===== config.mk =====
export PLATFORM = sky130hd
export DESIGN_NAME = buffer_port
export DESIGN_NICKNAME = d
export VERILOG_FILES = /design/src/rtl/buffer_pkg.sv /design/src/rtl/buf_strobe_ctl.sv /design/src/rtl/buffer_port.sv
export SDC_FILE = /design/constraint.sdc
export NUM_CORES = 1
export LEC_CHECK = 0
export BUFFER_PORTS_ARGS = -buffer_cell sky130_fd_sc_hd__buf_2
export CAP_MARGIN = 15
export CORE_MARGIN = 8
export CORE_UTILIZATION = 47
export DETAILED_ROUTE_END_ITERATION = 7
export PLACE_DENSITY = 0.79
export SYNTH_ARGS = -nofsm -noshare
export SYNTH_HDL_FRONTEND = slang
export SYNTH_SLANG_ARGS = --single-unit

===== constraint.sdc =====
create_clock -name clk -period 2 [get_ports clk]
set_input_delay 0 -clock clk [delete_from_list [all_inputs] [get_ports clk]]
set_output_delay 0 -clock clk [all_outputs]
set_load 0.01 [all_outputs]

===== src/rtl/buffer_pkg.sv =====
// Shared definitions for the FIFO buffer initiator port.
//   strobe_state_e : encoding of the 3-state strobe/handshake FSM
//   DATA_L_DEFAULT : default data word width
//   to_cnt_w()     : width of a counter able to hold 0..ack_timeout
package buffer_pkg;

  typedef enum logic [1:0] {
    ST_IDLE = 2'd0,
    ST_REQ  = 2'd1,
    ST_REL  = 2'd2
  } strobe_state_e;

  localparam int DATA_L_DEFAULT = 16;

  function automatic int to_cnt_w(input int ack_timeout);
    return $clog2(ack_timeout + 1);
  endfunction

endpackage


===== src/rtl/buf_strobe_ctl.sv =====
// One strobe/ack handshake channel (used once for writes, once for reads).
//   start   : request a transfer; honoured only while idle
//   ack     : raw acknowledge from the buffer (registered here before use)
//   strobe  : we/re level to the buffer, high for the whole REQ state
//   idle    : FSM is in IDLE
//   done    : single-cycle pulse, ack seen in REQ (data may be captured)
//   timeout : single-cycle pulse, REQ lasted ACK_TIMEOUT cycles without ack
module buf_strobe_ctl
  import buffer_pkg::*;
#(
  parameter int ACK_TIMEOUT = 15
) (
  input  logic clk,
  input  logic rst_n,
  input  logic start,
  input  logic ack,
  output logic strobe,
  output logic idle,
  output logic done,
  output logic timeout
);

  localparam int            CW   = to_cnt_w(ACK_TIMEOUT);
  localparam logic [CW-1:0] LAST = CW'(ACK_TIMEOUT - 1);

  strobe_state_e state, state_nxt;
  logic          ack_q;
  logic [CW-1:0] cnt;

  // The counter is held at zero outside REQ, so every REQ entry starts fresh.
  always_ff @(posedge clk or negedge rst_n) begin
    if (!rst_n) begin
      state <= ST_IDLE;
      ack_q <= 1'b0;
      cnt   <= '0;
    end else begin
      state <= state_nxt;
      ack_q <= ack;
      if (state != ST_REQ) cnt <= '0;
      else                 cnt <= cnt + 1'b1;
    end
  end

  // An ack in the final REQ cycle still counts as a success.
  always_comb begin
    state_nxt = state;
    done      = 1'b0;
    timeout   = 1'b0;
    case (state)
      ST_IDLE: if (start) state_nxt = ST_REQ;
      ST_REQ: begin
        if (ack_q) begin
          state_nxt = ST_REL;
          done      = 1'b1;
        end else if (cnt == LAST) begin
          state_nxt = ST_IDLE;
          timeout   = 1'b1;
        end
      end
      ST_REL:  if (!ack_q) state_nxt = ST_IDLE;
      default: state_nxt = ST_IDLE;
    endcase
  end

  // Strobe is decoded from the state register, so reset drops it at once.
  assign strobe = (state == ST_REQ);
  assign idle   = (state == ST_IDLE);

endmodule


===== src/rtl/buffer_port.sv =====
// Initiator-side adapter between a valid/ready pipeline and an edge-triggered
// FIFO buffer (we/re strobes, w_ack/r_ack handshakes, full/avail status).
//   push_*  : upstream valid/ready stream, turned into buffer writes
//   pop_*   : downstream valid/ready stream fed from a one-word output register
//   buf_*   : buffer-side strobes, data and status
//   err_*   : sticky ack-timeout flags, cleared by err_clr (a new timeout wins)
// ACK_TIMEOUT must be at least 2.
module buffer_port
  import buffer_pkg::*;
#(
  parameter int DATA_L      = DATA_L_DEFAULT,
  parameter int ACK_TIMEOUT = 15,
  parameter int PORT_ID     = 0
) (
  input  logic              clk,
  input  logic              rst_n,
  input  logic              push_valid,
  output logic              push_ready,
  input  logic [DATA_L-1:0] push_data,
  output logic              pop_valid,
  input  logic              pop_ready,
  output logic [DATA_L-1:0] pop_data,
  output logic              buf_we,
  output logic [DATA_L-1:0] buf_din,
  input  logic              buf_w_ack,
  output logic              buf_re,
  input  logic [DATA_L-1:0] buf_dout,
  input  logic              buf_r_ack,
  input  logic              buf_full,
  input  logic              buf_avail,
  output logic              err_wr_to,
  output logic              err_rd_to,
  input  logic              err_clr
);

  logic full_q, avail_q;
  logic w_idle, w_start, w_timeout, wr_done_unused;
  logic r_idle, r_start, r_done, r_timeout;

  // Writes start only from idle with the registered full clear, reads only
  // with registered avail set and room in the output register. The
  // handshake takes at least four cycles, long enough for the status copies
  // to reflect this port's own previous transfer.
  assign push_ready = w_idle && !full_q;
  assign w_start    = push_valid && push_ready;
  assign r_start    = r_idle && avail_q && (!pop_valid || pop_ready);

  buf_strobe_ctl #(.ACK_TIMEOUT(ACK_TIMEOUT)) u_wr (
    .clk    (clk),
    .rst_n  (rst_n),
    .start  (w_start),
    .ack    (buf_w_ack),
    .strobe (buf_we),
    .idle   (w_idle),
    .done   (wr_done_unused),
    .timeout(w_timeout)
  );

  buf_strobe_ctl #(.ACK_TIMEOUT(ACK_TIMEOUT)) u_rd (
    .clk    (clk),
    .rst_n  (rst_n),
    .start  (r_start),
    .ack    (buf_r_ack),
    .strobe (buf_re),
    .idle   (r_idle),
    .done   (r_done),
    .timeout(r_timeout)
  );

  always_ff @(posedge clk or negedge rst_n) begin
    if (!rst_n) begin
      full_q    <= 1'b0;
      avail_q   <= 1'b0;
      buf_din   <= '0;
      pop_valid <= 1'b0;
      pop_data  <= '0;
      err_wr_to <= 1'b0;
      err_rd_to <= 1'b0;
    end else begin
      full_q  <= buf_full;
      avail_q <= buf_avail;
      if (w_start) buf_din <= push_data;
      // A capture refills the register even if the old word leaves this cycle.
      if (r_done) begin
        pop_data  <= buf_dout;
        pop_valid <= 1'b1;
      end else if (pop_ready) begin
        pop_valid <= 1'b0;
      end
      if (w_timeout)    err_wr_to <= 1'b1;
      else if (err_clr) err_wr_to <= 1'b0;
      if (r_timeout)    err_rd_to <= 1'b1;
      else if (err_clr) err_rd_to <= 1'b0;
    end
  end

`ifndef SYNTHESIS
  always @(posedge clk) begin
    if (rst_n && w_timeout) $display("buffer_port %0d: write ack timeout", PORT_ID);
    if (rst_n && r_timeout) $display("buffer_port %0d: read ack timeout", PORT_ID);
  end
`endif

endmodule


==> run_results.csv <==
group,metric,value,unit
finish,fin_nets,303,
route,drc,0,
logic_synthesis,synth_nets,176,
timing,fin_ws,0.295,ns
hold_path,hold_path.startpoint,"push_valid",
placed_design,dpl_cell_area,0.00245,mm²
timing,finalClockSkew,0.00831,ns
logic_synthesis,avgSynthCellArea,15.1,µm²
placed_design,hpwl,3340,µm
grt,grt.total_usage,17.0,%
cts,clockBufferDepth,2,
critical_path,r2r_slack,0.29,ns
route,vias,1522,
cts,clock-root-buffer,"clkbuf_8",
route,drt-pass1-iter-count,4,
grt,grt_max_degree,21,
cts,cts.sinks,51,
floorplanning,num_io_pins,79,
route,first_iter_violations,65,
floorplanning,die_h,80.9,µm
floorplanning,coreArea,0.00403,mm²
pwr,p_per_area,1190,mW/mm²
timing,fmax,586,MHz
placed_design,gp_congestion,0.735,
floorplanning,die_x,80.9,µm
critical_path,reg2reg_from,"u_wr.state[0]$_DFFE_PN0P_",
pwr,p_total,3.54,mW
grt,antenna_found_initial,0,
logic_synthesis,ys_ff_latch,51,
critical_path,cp-start-kind,"register",
finish,diodes,0,
logic_synthesis,synth_cells,131,
grt,grt_pass1_wl,8600,µm
floorplanning,num_rows,23,
timing,relSlewSlack,70.4,%
timing,setup-tns-final,0,ns
logic_synthesis,syn_area,0.00198,mm²
grt,grt_pass1_vias,1776,
logic_synthesis,yosysSeqAreaShare,64.5,%
placed_design,pre_cts_slack,0.341,ns
timing,period_needed,1.71,ns
cts,cts_setup_buffers,0,
route,wl,5160,µm
route,via_per_inst,4.93,
finish,drive_gt1_share,48.3,%
critical_path,r2r_end,"buf_din[8]$_DFFE_PN0P_",
route,postRouteAntennaNets,0,
pwr,power_leakage,1.46,nW
timing,hold_viol_final,0,
critical_path,crit_type,"reg2reg",
critical_path,worstPathArrival,1.89,ns
critical_path,cp.required,2.18,ns
flow_run,max_cap_viol_count,0,
logic_synthesis,yosys_warnings,0,
cts,cts_buffers,5,
timing,setup_violations,0,
hold_path,hold_class,"in2reg",
finish,post-route-util,73.9,%
timing,fin_crit_sh,85.3,%
status,status,"finished, final reports clean",
pwr,ir_drop,847,µV
timing,tightest_slew,0.442,ns
critical_path,endpoint_kind,"register",
finish,area_delta_synth_final,50.4,%
hold_path,holdPathEnd,"buf_din[4]$_DFFE_PN0P_",
grt,grt_overflow_total,0,
hold_path,hold_path_depth,3,
route,wl_per_cell,16.7,µm
floorplanning,start_util,49.1,%
cts,cts_htree_levels,2,
timing,rsz0062_at_grt,"false",
timing,final_max_slew_viol_count,0,
logic_synthesis,ys_types,21,
cts,tritoncts,"yes",
floorplanning,dieArea,0.00654,mm²
critical_path,worstRegToRegCells,3,
finish,fin_area,0.00298,mm²
cts,cts.clk_slew.worst_paths,0.09,ns
critical_path,crit_fanout,7,
placed_design,io_buffers,78,
cts,clk_latency,0.30,ns
how the worst max path moves through the flow:
stage / startpoint / end / slack (ns) / cells after the start
3_3_place_gp: u_wr.state[0]$_DFFE_PN0P_ / buf_din[9]$_DFFE_PN0P_ / 0.40 / 3
2_1_floorplan: u_wr.state[0]$_DFFE_PN0P_ / buf_din[10]$_DFFE_PN0P_ / 0.43 / 3
5_1_grt: u_wr.state[0]$_DFFE_PN0P_ / buf_din[8]$_DFFE_PN0P_ / 0.23 / 3
3_5_place_dp: u_wr.state[0]$_DFFE_PN0P_ / buf_din[13]$_DFFE_PN0P_ / 0.34 / 3
6_report: u_wr.state[0]$_DFFE_PN0P_ / buf_din[8]$_DFFE_PN0P_ / 0.29 / 3
4_1_cts: u_wr.state[0]$_DFFE_PN0P_ / buf_din[13]$_DFFE_PN0P_ / 0.31 / 3
metrics by stage:
stage               std cells  hold slack, ns
finish                    309           0.184
global route              309           0.183
CTS                       309           0.168
detailed placement        262         -0.0329
global placement          262         -0.0378
floorplan                 131          -0.296
registers in the layout, indices dropped and copies added, names as in the netlist:
name	count
u_wr.cnt	4
full_q	1
avail_q	1
pop_valid	1
u_rd.cnt	4
u_rd.state	2
err_wr_to	1
buf_din	16
err_rd_to	1
u_wr.state	2
u_wr.ack_q	1
pop_data	16
u_rd.ack_q	1
area by class of cell:
cell class                      count  area [µm²]
Sequential cell                    51        1280
Fill cell                         277        1050
Inverter                            6        22.5
Multi-Input combinational cell     72         663
Clock inverter                      2        60.1
Tap cell                           50        62.6
Clock buffer                        6        72.6
Timing Repair Buffer              122         818
worst max-delay path, cell delays in order, from the launching register on:
cell     delay (ns)
dfrtp_1        0.47
nor4b_4        0.50
buf_4          0.26
mux2_2         0.35
power breakdown:
group,switching (mW),internal (mW)
Combinational,0.531,0.611
Sequential,0.212,1.36
Clock,0.320,0.500
cells in the mapped netlist:
cell       n  area (µm²)
nor3b_1    2        15.0
mux2_2    32         360
o32ai_1    2        17.5
nor3_1     1        5.00
nand3_1    4        20.0
nand3b_1   3        22.5
inv_1      6        22.5
nor2_1     7        26.3
nor4b_4    1        23.8
dfrtp_1   51        1280
mux2i_1    2        20.0
a32o_1     1        10.0
a21o_1     1        7.51
nand2b_1   5        31.3
or3b_2     2        17.5
a21boi_0   2        15.0
ha_1       4        50.1
buf_2      1        5.00
xnor2_1    2        17.5
nand2_1    1        3.75
buf_6      1        11.3
cells by family (layout without fill, tap and decap cells):
kind of cell | Yosys count | after routing | share of synthesized area, %
xor+xnor | 2 | 2 | 0.886
flops | 51 | 51 | 64.5
buf+inv | 8 | 136 | 1.96
mux | 34 | 34 | 19.2
compound gates | 6 | 6 | 2.53
simple gates | 26 | 26 | 8.35
fa+ha+maj | 4 | 4 | 2.53
timing repair:
action,4_1_cts,5_1_grt
setup endpoints to repair,0,0
endpoints found under the hold margin,57,0
gates resized for setup,0,0
hold buffers,39,0
cell usage in the layout, fill, tap and decap left out, drive strengths merged:
cell          n
a21boi        2
a21o          1
a32o          1
buf          83
bufinv        2
clkbuf        6
dfrtp        51
dlygate4sd3  39
ha            4
inv           6
mux2         32
mux2i         2
nand2         1
nand2b        5
nand3         4
nand3b        3
nor2          7
nor3          1
nor3b         2
nor4b         1
o32ai         2
or3b          2
xnor2         2
metal layers:
layer,up-vias,wire length [µm],global-route usage [%]
met5,-,0,0
met4,0,104,6.96
met3,9,255,5.19
met2,44,2950,31.4
met1,764,1850,17.5
li1,705,-,-
Note: power is estimated with default switching activity, not from simulation.
